===== src/rtl/sw_pkg.sv =====
// Shared types for the photonic-switch sequencer: FSM states, code width and
// the (code, dwell) entry held in the host FIFO.
package sw_pkg;

  localparam int W_WIDTH     = 13;
  localparam int DWELL_W_DEF = 16;

  typedef enum logic [2:0] {
    ST_IDLE,
    ST_LOAD,
    ST_WAIT_DEC,
    ST_ARM,
    ST_DWELL,
    ST_RELEASE
  } sw_state_e;

  typedef struct packed {
    logic [W_WIDTH-1:0]     w;
    logic [DWELL_W_DEF-1:0] dwell;
  } sw_entry_t;

endpackage


===== src/rtl/sw_entry_fifo.sv =====
// Synchronous FIFO for sequencer entries. Pointers wrap modulo DEPTH
// (a power of two); push is refused when full and pop is ignored when empty.
module sw_entry_fifo #(
  parameter int DEPTH = 8,
  parameter int WIDTH = 29
) (
  input  logic                     clk,
  input  logic                     reset,
  input  logic                     push,
  input  logic [WIDTH-1:0]         wdata,
  input  logic                     pop,
  output logic [WIDTH-1:0]         rdata,
  output logic [$clog2(DEPTH):0]   count,
  output logic                     full,
  output logic                     empty
);

  localparam int AW = $clog2(DEPTH);
  localparam int CW = AW + 1;

  logic [WIDTH-1:0] mem_q [DEPTH];
  logic [AW-1:0]    wr_ptr_q, wr_ptr_d;
  logic [AW-1:0]    rd_ptr_q, rd_ptr_d;
  logic [CW-1:0]    count_q, count_d;
  logic             do_push, do_pop;

  always_comb begin
    full     = (count_q == CW'(DEPTH));
    empty    = (count_q == '0);
    // full is the pre-pop view, so a push colliding with a pop on a full FIFO is refused
    do_push  = push && !full;
    do_pop   = pop && !empty;
    wr_ptr_d = do_push ? wr_ptr_q + 1'b1 : wr_ptr_q;
    rd_ptr_d = do_pop ? rd_ptr_q + 1'b1 : rd_ptr_q;
    count_d  = count_q + CW'(do_push) - CW'(do_pop);
  end

  always_ff @(posedge clk) begin
    if (reset) begin
      wr_ptr_q <= '0;
      rd_ptr_q <= '0;
      count_q  <= '0;
    end else begin
      wr_ptr_q <= wr_ptr_d;
      rd_ptr_q <= rd_ptr_d;
      count_q  <= count_d;
    end
  end

  always_ff @(posedge clk) begin
    if (do_push) mem_q[wr_ptr_q] <= wdata;
  end

  assign rdata = mem_q[rd_ptr_q];
  assign count = count_q;

endmodule


===== src/rtl/switch_sequencer.sv =====
// Walks queued (code, dwell) entries through decode -> arm -> dwell -> release,
// driving the decoder code and the PWM set/reset pulses.
module switch_sequencer
  import sw_pkg::*;
#(
  parameter int DEPTH   = 8,
  parameter int DWELL_W = DWELL_W_DEF,
  parameter int DEC_TMO = 64
) (
  input  logic                   clk,
  input  logic                   reset,
  input  logic                   en,
  input  logic                   en_1MHz,
  // Host write port: an entry transfers on a cycle where wr_valid && wr_ready;
  // wr_valid may be held across refused cycles, wr_ready is the FIFO-not-full view.
  input  logic                   wr_valid,
  output logic                   wr_ready,
  input  logic [W_WIDTH-1:0]     wr_W,
  input  logic [DWELL_W-1:0]     wr_dwell,
  input  logic                   dec_done,
  output logic [W_WIDTH-1:0]     W_out,
  output logic                   PWMset,
  output logic                   PWMreset,
  output logic                   busy,
  output logic [$clog2(DEPTH):0] count,
  output logic                   err_tmo,
  output sw_state_e              state_dbg
);

  localparam int TW = $clog2(DEC_TMO + 1);

  sw_state_e          state_q, state_d;
  logic [W_WIDTH-1:0] w_out_q, w_out_d;
  logic [DWELL_W-1:0] dwell_q, dwell_d;
  logic [TW-1:0]      tmo_q, tmo_d;
  logic               err_q, err_d;
  logic               pop;
  sw_entry_t          wr_entry, head;
  logic               fifo_full, fifo_empty;

  assign wr_entry.w     = wr_W;
  assign wr_entry.dwell = DWELL_W_DEF'(wr_dwell);

  sw_entry_fifo #(
    .DEPTH (DEPTH),
    .WIDTH ($bits(sw_entry_t))
  ) u_fifo (
    .clk   (clk),
    .reset (reset),
    .push  (wr_valid),
    .wdata (wr_entry),
    .pop   (pop),
    .rdata (head),
    .count (count),
    .full  (fifo_full),
    .empty (fifo_empty)
  );

  always_comb begin
    state_d = state_q;
    w_out_d = w_out_q;
    dwell_d = dwell_q;
    tmo_d   = tmo_q;
    err_d   = err_q;
    pop     = 1'b0;
    if (en) begin
      unique case (state_q)
        ST_IDLE: if (!fifo_empty) state_d = ST_LOAD;
        ST_LOAD: begin
          pop     = 1'b1;
          w_out_d = head.w;
          dwell_d = (head.dwell == '0) ? DWELL_W'(1) : DWELL_W'(head.dwell);
          tmo_d   = '0;
          state_d = ST_WAIT_DEC;
        end
        ST_WAIT_DEC: begin
          if (dec_done) begin
            state_d = ST_ARM;
          end else if (tmo_q == TW'(DEC_TMO - 1)) begin
            err_d   = 1'b1;
            state_d = ST_IDLE;
          end else begin
            tmo_d = tmo_q + 1'b1;
          end
        end
        ST_ARM: state_d = ST_DWELL;
        ST_DWELL: begin
          if (en_1MHz) begin
            dwell_d = dwell_q - 1'b1;
            if (dwell_q == DWELL_W'(1)) state_d = ST_RELEASE;
          end
        end
        ST_RELEASE: state_d = fifo_empty ? ST_IDLE : ST_LOAD;
        default: state_d = ST_IDLE;
      endcase
    end
  end

  always_ff @(posedge clk) begin
    if (reset) begin
      state_q <= ST_IDLE;
      w_out_q <= '0;
      dwell_q <= '0;
      tmo_q   <= '0;
      err_q   <= 1'b0;
    end else begin
      state_q <= state_d;
      w_out_q <= w_out_d;
      dwell_q <= dwell_d;
      tmo_q   <= tmo_d;
      err_q   <= err_d;
    end
  end

  // Pulses are gated by en: a stalled ARM/RELEASE emits nothing and fires on resume.
  assign PWMset    = en && (state_q == ST_ARM);
  assign PWMreset  = en && (state_q == ST_RELEASE);
  assign busy      = (state_q != ST_IDLE);
  assign wr_ready  = !fifo_full;
  assign W_out     = w_out_q;
  assign err_tmo   = err_q;
  assign state_dbg = state_q;

endmodule


===== config.mk =====
export PLATFORM = sky130hd
export DESIGN_NAME = switch_sequencer
export DESIGN_NICKNAME = d
export VERILOG_FILES = /design/src/rtl/sw_pkg.sv /design/src/rtl/sw_entry_fifo.sv /design/src/rtl/switch_sequencer.sv
export SDC_FILE = /design/constraint.sdc
export NUM_CORES = 1
export LEC_CHECK = 0
export ABC_AREA = 0
export CAP_MARGIN = 15
export CORE_UTILIZATION = 25
export CTS_CLUSTER_DIAMETER = 120
export CTS_CLUSTER_SIZE = 10
export DETAILED_ROUTE_END_ITERATION = 16
export SETUP_SLACK_MARGIN = 0.3
export SYNTH_ARGS = -nofsm -noshare
export SYNTH_HDL_FRONTEND = slang
export SYNTH_HIERARCHICAL = 1
export SYNTH_SLANG_ARGS = --single-unit

===== constraint.sdc =====
create_clock -name clk -period 7.6 [get_ports clk]
set_input_delay 1.14 -clock clk [delete_from_list [all_inputs] [get_ports clk]]
set_output_delay 1.14 -clock clk [all_outputs]
set_load 0.02 [all_outputs]

Word-level counts from Yosys, hierarchy flattened --
Memories as Yosys holds them, arrays and structs flattened. A register that Yosys moved wholly into a read port is not among the register bits. Index checks and enable logic that the tools add are counted. W data, S select, Z words.
Storage, ports and cells: register bits 50, memory bits (writable) 232, input port bits 35, output and inout port bits 25, logic and storage cells 66, memories 1
Memory list:
- u_fifo.mem_q | words 8, width 29, rd ports 1, clocked after memory_dff 1, write ports 1, RTL line sw_entry_fifo.sv:21 | logic [WIDTH-1:0] mem_q [DEPTH];
Operators by class: add/subtract/negate cells 6, equality and inequality tests 14, mux-type cells 19, bitwise gates (word level) 1, reduce and logical (&&, ||, !) cells 17
Operators by type and width (number):
- $mux W16 | 2
- $pmux W16 S2 | 1
- $mux W3 | 7
- $pmux W3 S6 | 1
- $eq A16 B1 Y1 const B | 1
- $logic_not A16 Y1 | 1
- $sub A16 B1 Y16 const B | 1
- $mux W7 | 2
- $pmux W7 S2 | 1
- $ne A2 B2 Y1 const B | 5
- $reduce_and A4 Y1 | 2
- $add A7 B1 Y7 const B | 1
- $eq A7 B6 Y1 const B | 1
- $add A3 B1 Y3 const B | 2
- $eq A3 B2 Y1 const B | 2
- $eq A3 B3 Y1 const B | 2
- $mux W1 | 5
- $reduce_and A5 Y1 | 1
- $add A4 B1 Y4 | 1
- $eq A4 B4 Y1 const B | 1
- $logic_and A1 B1 Y1 | 4
- $logic_not A4 Y1 | 1
- $reduce_bool A2 Y1 | 2
- $sub A4 B1 Y4 | 1
- 8 further kinds | 9

Depth between registers and ports, before layout --
word-level depth 6, mapped depth 14, mapped depth without buffers 10

Cells and area by module --
The synthesis kept the hierarchy.
By module, submodules not included:
- sw_entry_fifo | instances 1, cells each 416, area each 9575.4 um2, seq. area each 7226.9 um2
- switch_sequencer | instances 1, cells each 284, area each 2140.8 um2, seq. area each 800.8 um2

Worst setup path after synthesis --
Ideal clock, no wire load.
path type input -> register, from input port wr_valid, to memory u_fifo.mem_q[0][0] (enable), library setup time 0.488 ns, arrival time 4.094 ns, required time 7.112 ns, slack 3.018 ns, stages 2, path buffers 0, cells stage by stage nand2_1 > nor4_1
On the way: word-level cells in the longest chain between the ends 3
RTL lines:
- from (decl) | RTL line switch_sequencer.sv:16 | input logic wr_valid,
- $logic_and A1 B1 Y1 | RTL line sw_entry_fifo.sv:31 | do_push = push && !full;
- $mux W1 | RTL line sw_entry_fifo.sv:51 | if (do_push) mem_q[wr_ptr_q] <= wdata;
- $mux W1 (not written as such) | RTL line sw_entry_fifo.sv:51
- to (decl) | RTL line sw_entry_fifo.sv:21
No other way between the ends.

Worst setup path after layout --
from input port en, to register u_fifo.count_q[2] (netlist: u_fifo/count[2])
On the way: word-level cells in the longest chain between the ends 3
RTL lines:
- from (decl) | RTL line switch_sequencer.sv:12 | input logic en,
- $mux W1 | RTL line switch_sequencer.sv:66 | if (en) begin
- $logic_and A1 B1 Y1 | RTL line sw_entry_fifo.sv:32 | do_pop = pop && !empty;
- $sub A4 B1 Y4 | RTL line sw_entry_fifo.sv:35 | count_d = count_q + CW'(do_push) - CW'(do_pop);
- to (signal assigned) | RTL line sw_entry_fifo.sv:46 | count_q <= count_d;
- to (decl) | RTL line sw_entry_fifo.sv:24 | logic [CW-1:0] count_q, count_d;
No other way between the ends. A chain may end at the register's enable or synchronous reset.

==> results.json <==
{
  "use_met2_pct": 16.71,
  "place_congestion": 0.7528,
  "cts_setup_buffers": 0,
  "place_area_mm2": 0.01300,
  "die_h_um": 218.5,
  "final_max_slew_viol_count": 0,
  "synth_common_cells": "edfxtp_1 (232), dfxtp_1 (53), nand2_1 (53)",
  "peakVddDrop_mv": 0.1161,
  "hold_ws_ps": 441.1,
  "ys_ff_latch": 285,
  "yosys_warnings": 6,
  "firstDrtPassIters": 4,
  "routed_via_density": 4.470,
  "timing.final.crit_period_ps": 4069,
  "fmax_mhz": 245.7,
  "grt_most_used_layer": "met2",
  "worstSetupPathType": "primary input to register",
  "cts.path.max_buffers": 3,
  "fin_area_mm2": 0.01402,
  "setup_ws_ps": 3531,
  "dieArea_mm2": 0.04774,
  "drive_above_1_share_pct": 17.54,
  "fin_nets": 819,
  "met3_usage_pct": 2.700,
  "yosysMostFrequentCell": "edfxtp_1",
  "synth_area_per_cell_um2": 16.74,
  "numCtsBuffers": 34,
  "syn_area_mm2": 0.01172,
  "grt_pass1_vias": 6316,
  "r2r_slack_ps": 4400,
  "synth_seq_area_share_pct": 68.52,
  "finalCritPeriodShare_pct": 53.54,
  "synthArstFlopShare_pct": 0,
  "cts_tree": "yes",
  "netlist_instances": 700,
  "syn_nets": 746,
  "setup_violations": 0,
  "ioPinCount": 60,
  "htreeDepth": 2,
  "clock-sinks": 285,
  "dp_hpwl_mm": 14.21,
  "p_leak_nw": 4.420,
  "drv_cap": 0,
  "instances_no_fill": 1401,
  "ant_nets": 0,
  "fin_util_pct": 30.63,
  "cts-root-buf": "clkbuf_16",
  "synth_cell_types": 61,
  "critPathLaunchType": "primary input",
  "slew_headroom_pct": 25.22,
  "crit_arrival_ps": 4440,
  "tightest_slew_ps": 1119,
  "synth.largest_area_cell": "edfxtp_1",
  "path_max_fanout": 20,
  "grt_usage_pct": 10.47,
  "clock_latency_ps": 510,
  "end_kind": "register",
  "dp_cells": 1336,
  "pre_cts_ws_ps": 3008,
  "crit_chain": "clkdlybuf4s50_1, nor2b_1, nand2_1, buf_4, inv_1, nor2b_1, xnor2_1, ha_1, inv_1, fa_1, xor2_1, nor2_1",
  "routed_wl_mm": 24.74,
  "grt_antenna_before_repair": 5,
  "cellPowerDensity_mw_per_mm2": 282.7,
  "drtIter0Drc": 548,
  "fin_skew_ps": 22.02,
  "clkTransAtPathRegs_ps": 60,
  "start_util_pct": 25.60,
  "tns_ps": 0,
  "synthFlopType": "edfxtp_1",
  "grtUsageMet1_pct": 13.69,
  "detail_route.wl_per_cell_um": 17.66,
  "grt-ovfl-total": 0,
  "netlist.area_leader.share_pct": 59.46,
  "core_mm2": 0.04577,
  "ctsResizeCount": 0,
  "cpPeakStageDelay_ps": 690,
  "cts_hold_buf": 0,
  "synth_edf_count": 232,
  "grt_pass1_wl_mm": 37.90,
  "synthTopCellsByArea": "edfxtp_1 (59%), dfxtp_1 (9.1%), mux4_2 (7.5%)",
  "hold_class": "register to register",
  "area_growth_pct": 19.65,
  "slowest_stage": "clkdlybuf4s50_1",
  "rsz0062_at_grt": "no",
  "portBuffers": 59,
  "status": "finished, final reports clean",
  "num_vias": 6262,
  "die_w_um": 218.5,
  "floorplan.rows": 78,
  "drc_errors": 0,
  "required_ps": 7970,
  "grt_start_max_net_pins": 59,
  "finalHoldViolations": 0,
  "total_power_mw": 3.962
}
==> worst max-delay path: cells and delay by family <==
kind	cells	cell delay, ps
buffers and inverters	4	1410
AND/OR/NAND/NOR	4	990
XOR/XNOR	2	340
adder cells (fa/ha/maj)	2	550
==> registers in the layout (all words and copies together), names as in the netlist, named ones only <==
| name | cells |
|---|---|
| u_fifo/mem_q | 232 |
| W_out | 13 |
| tmo_q | 7 |
| u_fifo/count | 4 |
| u_fifo/wr_ptr_q | 3 |
| u_fifo/rd_ptr_q | 3 |
| dwell_q | 16 |
| state_dbg | 3 |
| err_tmo | 1 |
==> final timing paths <==
path | from | end | cells after the start
setup / recovery | en | u_fifo/count[2] | 12
hold / removal | tmo_q[6] | tmo_q[6] | 2
setup reg to reg | state_dbg[0] | u_fifo/count[2] | 11
hold reg to reg | tmo_q[6] | tmo_q[6] | 2
==> layout make-up <==
type | count | area [um2]
clock buffer | 58 | 940.9
clock inverter | 3 | 43.79
tap | 600 | 750.7
multi-input combinational | 364 | 3478
fill | 4451 | 31750
sequential | 285 | 8034
antenna | 3 | 7.507
inverter | 16 | 60.06
timing repair buffer | 72 | 703.2
==> routing by layer <==
layer  share of wire (%)  routed length [um]
met3                 5.4                1332
met5               0.093                  23
met4                 1.9                 476
met1                  44               10990
met2                  48               11920
==> report_power, final <==
| group | switching (mW) | internal (mW) |
|---|---|---|
| logic | 0.364 | 0.286 |
| clock network | 0.602 | 0.846 |
| registers | 0.0647 | 1.80 |
==> placed cells by master, fill, tap and decap left out, types with 9 or more instances in the layout <==
master	synthesis	final
clkbuf_1	20	24
clkdlybuf4s50_1	0	58
a21oi_1	38	38
nor2_1	36	33
nand2_1	53	53
mux4_2	39	39
ha_1	10	10
o21ai_0	20	19
mux2_4	20	20
mux4_1	19	19
nand2b_1	9	9
edfxtp_1	232	232
nand3_1	10	10
inv_1	16	16
mux2_2	10	10
buf_4	0	12
clkbuf_16	0	34
dfxtp_1	53	50
==> cell families after synthesis <==
logic type	count (synthesis)	share of synthesized area [%]
muxes	93	15.74
AOI/OAI and AO/OA	97	5.180
DFF	285	68.52
and+or+nand+nor	158	6.739
xor gates and xnor gates	5	0.3738
adders and majority gates	11	1.239
buffers and inverters	51	2.211
Note: power is estimated with default switching activity, not from simulation.
